**config.mk**
```make
export PLATFORM = sky130hd
export DESIGN_NAME = fetch_stage
export DESIGN_NICKNAME = d
export VERILOG_FILES = /design/src/rtl/fetch_stage_pkg.sv /design/src/rtl/fetch_stage_if_id.sv /design/src/rtl/fetch_stage.sv
export SDC_FILE = /design/constraint.sdc
export NUM_CORES = 1
export LEC_CHECK = 0
export BUFFER_PORTS_ARGS = -buffer_cell sky130_fd_sc_hd__buf_2
export CORE_MARGIN = 2
export CORE_UTILIZATION = 40
export DETAILED_ROUTE_END_ITERATION = 10
export PLACE_DENSITY = 0.63
export REMOVE_ABC_BUFFERS = 1
export SYNTH_ARGS = -nofsm -noshare
export SYNTH_HDL_FRONTEND = slang
export SYNTH_HIERARCHICAL = 1
export SYNTH_SLANG_ARGS = --single-unit
```
**constraint.sdc**
```tcl
create_clock -name clk -period 2.4 [get_ports clk]
set_input_delay 0 -clock clk [delete_from_list [all_inputs] [get_ports clk]]
set_output_delay 0 -clock clk [all_outputs]
set_load 0.02 [all_outputs]
```
**src/rtl/fetch_stage_pkg.sv**
```systemverilog
// fetch_stage_pkg: shared fetch constants, bubble word and per-cycle action encoding.
package fetch_stage_pkg;

    localparam logic [31:0] RESET_PC_DEFAULT = 32'h0000_0000;
    localparam logic [31:0] NOP_INSTR_WORD   = 32'h0000_0000;
    localparam logic [31:0] PC_STEP          = 32'h0000_0004;

    typedef enum logic [1:0] {
        ACT_HOLD,
        ACT_REDIRECT,
        ACT_WAIT,
        ACT_FETCH
    } fetch_act_e;

    function automatic logic [31:0] word_align(input logic [31:0] a);
        return {a[31:2], 2'b00};
    endfunction

endpackage

```
**src/rtl/fetch_stage_if_id.sv**
```systemverilog
// if_id_reg: IF/ID pipeline register with hold and bubble-insert controls.
module if_id_reg
    import fetch_stage_pkg::*;
#(
    parameter logic [31:0] NOP_INSTR = NOP_INSTR_WORD
) (
    input  logic        clk,
    input  logic        rst,
    input  logic        i_hold,
    input  logic        i_bubble,
    input  logic [31:0] i_instr,
    input  logic [31:0] i_pc4,
    output logic [31:0] o_instr,
    output logic [31:0] o_pc4,
    output logic        o_valid
);

    logic [31:0] r_instr;
    logic [31:0] r_pc4;
    logic        r_valid;

    // A bubble clears instr/valid but leaves pc4 alone.
    always_ff @(posedge clk) begin
        if (rst) begin
            r_instr <= NOP_INSTR;
            r_pc4   <= 32'h0;
            r_valid <= 1'b0;
        end else if (!i_hold) begin
            r_instr <= i_bubble ? NOP_INSTR : i_instr;
            r_pc4   <= i_bubble ? r_pc4 : i_pc4;
            r_valid <= !i_bubble;
        end
    end

    assign o_instr = r_instr;
    assign o_pc4   = r_pc4;
    assign o_valid = r_valid;

endmodule

```
**src/rtl/fetch_stage.sv**
```systemverilog
// fetch_stage: PC ownership, instruction fetch and IF/ID register feeding decode.
module fetch_stage
    import fetch_stage_pkg::*;
#(
    parameter logic [31:0] RESET_PC  = RESET_PC_DEFAULT,
    parameter logic [31:0] NOP_INSTR = NOP_INSTR_WORD
) (
    input  logic        clk,
    input  logic        rst,
    input  logic        stall,
    input  logic        redirect,
    input  logic [31:0] redirect_pc,
    output logic [31:0] imem_addr,
    input  logic [31:0] imem_rdata,
    input  logic        imem_ready,
    output logic [31:0] id_instr,
    output logic [31:0] id_pc4,
    output logic        id_valid,
    output logic [31:0] fetch_count
);

    logic [31:0] r_pc;
    logic [31:0] r_count;
    logic [31:0] w_pc4;
    fetch_act_e  w_act;

    always_comb begin
        w_act = stall       ? ACT_HOLD     :
                redirect    ? ACT_REDIRECT :
                !imem_ready ? ACT_WAIT     : ACT_FETCH;
    end

    assign w_pc4 = r_pc + PC_STEP;

    always_ff @(posedge clk) begin
        if (rst) begin
            r_pc    <= word_align(RESET_PC);
            r_count <= 32'h0;
        end else begin
            r_pc    <= (w_act == ACT_REDIRECT) ? word_align(redirect_pc) :
                       (w_act == ACT_FETCH)    ? w_pc4 : r_pc;
            r_count <= (w_act == ACT_FETCH) ? r_count + 32'h1 : r_count;
        end
    end

    if_id_reg #(.NOP_INSTR(NOP_INSTR)) u_if_id (
        .clk      (clk),
        .rst      (rst),
        .i_hold   (w_act == ACT_HOLD),
        .i_bubble (w_act != ACT_FETCH),
        .i_instr  (imem_rdata),
        .i_pc4    (w_pc4),
        .o_instr  (id_instr),
        .o_pc4    (id_pc4),
        .o_valid  (id_valid)
    );

    assign imem_addr   = r_pc;
    assign fetch_count = r_count;

endmodule

```
* Word level (Yosys, flattened, before mapping) *
Cells that the tools add are included.

word-level totals
  bits in registers = 129
  output and inout bits = 129
  word-level logic and storage cells = 24

cells by class
  add/sub/neg operators = 2
  eq/ne operators = 3
  muxes and demuxes = 6
  bitwise gates (word level) = 2
  reduce and logical (&&, ||, !) cells = 5

operators with widths
  cell                                                                    count
  32-bit 2-to-1 mux                                                       3
  32-bit by 1-bit adder with 32-bit output (second input constant)        1
  32-bit by 3-bit adder with 32-bit output (second input constant)        1
  2-bit 2-to-1 mux                                                        2
  2-bit by 1-bit equality test with 1-bit output (second input constant)  1
  2-bit equality test (second input constant)                             1
  2-bit logical NOT                                                       1
  2-bit inequality test (second input constant)                           1
  1-bit inverter                                                          2
  2-bit AND reduction                                                     1
  2-bit nonzero test                                                      1
  2-bit OR reduction                                                      1
  1-bit logical NOT                                                       1
  1-bit 2-to-1 mux                                                        1

* Logic depth before layout (Yosys ltp) *
  depth after elaboration = 6
  mapped depth = 8
  gate-level depth less buffers = 7

* Cells and area by module *
Netlist, hierarchy kept.

by module, submodules not included
  module       times used  cells an instance  area an instance (um^2)
  fetch_stage  1           400                3345.7
  if_id_reg    1           292                2846.5

* Worst setup path after synthesis *
OpenSTA, ideal clock, no wires.

  path type = reg2reg
  start = reg r_pc[6], in the netlist imem_addr[6]
  end = reg u_if_id.r_pc4[17], in the netlist u_if_id/o_pc4[17]
  setup time = 70 ps
  arrival = 2225 ps
  required time = 2330 ps
  path slack = 106 ps
  stages on the path, launching flop included = 8
  period minus slack after synthesis = 2294 ps
  cells stage by stage = dfxtp_1 > clkbuf_1 > nand4_1 > nor4_1 > nand3_1 > xnor2_1 > or3b_1 > a21oi_1

between the ends
  word-level cells in the longest chain between the ends = 1

RTL lines
  item                                      line                     text
  from (decl)                               fetch_stage.sv:22        logic [31:0] r_pc;
  from (signal assigned)                    fetch_stage.sv:37        r_pc <= word_align(RESET_PC);
  from (signal assigned)                    fetch_stage.sv:40        r_pc <= (w_act == ACT_REDIRECT) ? word_align(redirect_pc) :
  32-bit by 3-bit adder with 32-bit output  fetch_stage.sv:33        assign w_pc4 = r_pc + PC_STEP;
  net w_pc4[17]                             fetch_stage.sv:24        logic [31:0] w_pc4;
  to (signal assigned)                      fetch_stage_if_id.sv:30  r_pc4 <= i_bubble ? r_pc4 : i_pc4;
  to (decl)                                 fetch_stage_if_id.sv:19  logic [31:0] r_pc4;

The timed path passes the listed nets, and every way through them passes these cells.
A chain may end at the register's enable or synchronous reset.

* Worst setup path after layout *
  start = reg r_pc[2], in the netlist imem_addr[2]
  end = reg u_if_id.r_pc4[18], in the netlist u_if_id/o_pc4[18]

The elaborated chain is that of the path after synthesis.

==> impl_metrics.env <==
export IMPL_clockRootBuffer="clkbuf_16"
export IMPL_crit_fanout=5
export IMPL_hp_start="imem_ready"
export IMPL_die_w_microns=128.4
export IMPL_grt_pass1_vias=5521
export IMPL_ys_types=54
export IMPL_core_sq_um=15150
export IMPL_hold_class="primary input to flop"
export IMPL_timing_rr_end="u_if_id/o_pc4[18]$_SDFFE_PP0P_"
export IMPL_ant_nets=0
export IMPL_startpoint_type="flop"
export IMPL_cp_arrival_ns=2.49
export IMPL_io_pins=198
export IMPL_fillers=1369
export IMPL_worst_ep_required_time_ns=2.74
export IMPL_holdPathEnd="imem_addr[8]$_SDFFE_PP0P_"
export IMPL_vias=5939
export IMPL_reg2reg_depth=7
export IMPL_timing_hold_ws_ns=0.04848
export IMPL_dp_final_hpwl_microns=11620
export IMPL_reg2reg_from="imem_addr[2]$_SDFFE_PP0P_"
export IMPL_clk_insertion_delay_late_ns=0.41
export IMPL_htree_levels=4
export IMPL_diodes=0
export IMPL_ys_flop_type="dfxtp_1"
export IMPL_period_share_pct=89.81
export IMPL_hold_path_depth=4
export IMPL_finalClockSkew_ns=0.006799
export IMPL_vias_per_cell=5.223
export IMPL_drt_iter0_drc=289
export IMPL_die_area_sq_um=16490
export IMPL_initial_core_util_pct=40.88
export IMPL_maxSlewHeadroom_pct=36.93
export IMPL_ys_warnings_count=6
export IMPL_grt_max_degree=86
export IMPL_setup_tns_ns=0
export IMPL_final_cells=1137
export IMPL_drtPass1Iterations=4
export IMPL_synthToLayoutAreaGrowth_pct=36.39
export IMPL_tightest_slew_ns=0.9460
export IMPL_numPortBuffers=193
export IMPL_grt_overflow_total=0
export IMPL_post_place_cells=1048
export IMPL_row_count=45
export IMPL_drv_cap=0
export IMPL_synth_edff_count=0
export IMPL_die_h_microns=128.4
export IMPL_wl_per_cell_microns=15.55
export IMPL_fin_util_pct=55.76
export IMPL_peakVddDrop_v=0.0006455
export IMPL_final_layout_size_suffix_gt1_share_pct=30.14
export IMPL_cts_made_buffers=17
export IMPL_ys_seq_elements=127
export IMPL_leakagePower_nw=3.502
export IMPL_rrSetupSlack_ns=0.24
export IMPL_grt_first_pass_wirelength_microns=28050
export IMPL_clkSinkCount=127
export IMPL_synthesis_area_sq_um=6192
export IMPL_final_hold_viol_count=0
export IMPL_timing_fmax_mhz=464.0
export IMPL_maxSlewViolCount=0
export IMPL_rsz0062_at_grt="no"
export IMPL_wl_microns=17680
export IMPL_clk_pin_slew_ns=0.05
export IMPL_drc=0
export IMPL_cts_setup_buffers=0
export IMPL_finalSetupViolCount=0
export IMPL_ctsLongestPathBuffers=2
export IMPL_power_density_nw_per_um2=620.1
export IMPL_avgSynthCellArea_sq_um=8.948
export IMPL_synth_seq_area_share_pct=41.06
export IMPL_syn_instance_count=692
export IMPL_nNetsFinal=1011
export IMPL_status="finished, final reports clean"
export IMPL_end_kind="flop"
export IMPL_finalCriticalPeriod_ns=2.155
export IMPL_crit_type="flop to flop"
export IMPL_async_flop_share_pct=0
export IMPL_gp_congestion=0.8241
export IMPL_antenna_found_initial=0
export IMPL_cts_tree="done"
export IMPL_grt_total_usage_pct=21.11
## sequential cells by signal (all words and copies together), names as in the netlist
signal	cells
u_if_id/o_pc4	32
fetch_count	32
u_if_id/o_instr	32
imem_addr	30
u_if_id/o_valid	1
## layout make-up
cell class	count	area (sq um)	area share [%]
flip-flops and latches	127	2542	30.10
multi-input cells	504	3301	39.08
well taps	188	235.2	2.785
clock buffers	19	432.9	5.126
repair buffers	282	1804	21.36
clock inverters	9	97.59	1.156
inverters	8	32.53	0.3852
## what timing repair did
action                                  CTS  global route
endpoints found under the setup margin    0             1
hold buffers                             61             0
hold endpoints to repair                 61             0
resized for setup                         0             1
## cell families after synthesis
group | count (synthesis) | share of synthesized area [%]
simple gates | 269 | 24.59
compound gates | 179 | 20.89
flops | 127 | 41.06
buf+inv | 64 | 5.920
xor+xnor | 50 | 7.072
fa+ha+maj | 2 | 0.4041
other cells | 1 | 0.06056
## cell usage after synthesis (12+ instances only)
cell type | count | area, sq um
a21oi_1 | 49 | 245.2
a22oi_1 | 18 | 135.1
buf_2 | 12 | 60.06
buf_6 | 13 | 146.4
clkbuf_1 | 27 | 101.4
dfxtp_1 | 127 | 2542
nand2_1 | 65 | 244.0
nand2b_1 | 33 | 206.5
nand3_1 | 22 | 110.1
nand4_1 | 19 | 118.9
nor2_1 | 46 | 172.7
o21ai_0 | 14 | 70.07
o21ai_1 | 30 | 150.1
o22ai_2 | 30 | 375.4
o2bb2ai_1 | 17 | 148.9
or3b_1 | 33 | 289.0
xnor2_1 | 26 | 227.7
xor2_1 | 24 | 210.2
## layer usage
layer / GRT usage, % / up-vias / wire, microns
li1: - / 2986 / -
met1: 28.66 / 2734 / 8342
met2: 32.17 / 193 / 7868
met3: 5.988 / 26 / 1077
met4: 7.498 / 0 / 396
met5: 0 / - / 0
## worst max-delay path, cell delays in order (launching register included)
cell	delay (ns)
dfxtp_1	0.33
ha_1	0.23
nand3_1	0.22
or2_2	0.41
nor3_1	0.22
xor2_1	0.20
or3b_1	0.36
a21oi_1	0.12
## power by group
| group | internal, mW | total, mW | switching, mW |
|---|---|---|---|
| Clock | 1.49 | 2.40 | 0.906 |
| Combinational | 0.278 | 0.633 | 0.355 |
| Sequential | 2.16 | 2.21 | 0.0457 |
## how the worst max path moves through the flow
stage	from	end	slack, ns
2_1_floorplan	imem_addr[2]$_SDFFE_PP0P_	u_if_id/o_pc4[30]$_SDFFE_PP0P_	0.20
3_3_place_gp	imem_addr[2]$_SDFFE_PP0P_	u_if_id/o_pc4[30]$_SDFFE_PP0P_	0.30
6_report	imem_addr[2]$_SDFFE_PP0P_	u_if_id/o_pc4[18]$_SDFFE_PP0P_	0.24
4_1_cts	imem_addr[2]$_SDFFE_PP0P_	u_if_id/o_pc4[30]$_SDFFE_PP0P_	0.23
5_1_grt	imem_addr[2]$_SDFFE_PP0P_	u_if_id/o_pc4[30]$_SDFFE_PP0P_	0.05
3_5_place_dp	imem_addr[2]$_SDFFE_PP0P_	u_if_id/o_pc4[30]$_SDFFE_PP0P_	0.24
## layout by cell type, fill, tap and decap left out, types with 29 or more instances in the layout
cell           Yosys  final
dfxtp_1          127    127
o21ai_1           30     30
buf_2             12    191
nand2_1           65     65
o22ai_2           30     30
buf_4              3     29
or3b_1            33     33
nor2_1            46     46
nand2b_1          33     33
dlygate4sd3_1      0     61
a21oi_1           49     49
## through the flow
stage / cell area [sq um] / setup WS (ns) / power [mW]
after detailed placement: 7298 / 0.2428 / 2.799
after global routing: 8446 / 0.05249 / 5.426
after floorplan: 5869 / 0.1955 / 2.510
after global placement: 7298 / 0.2958 / 2.797
final: 8446 / 0.2446 / 5.238
after CTS: 8439 / 0.2272 / 5.285
(Power assumes the default switching activity.)
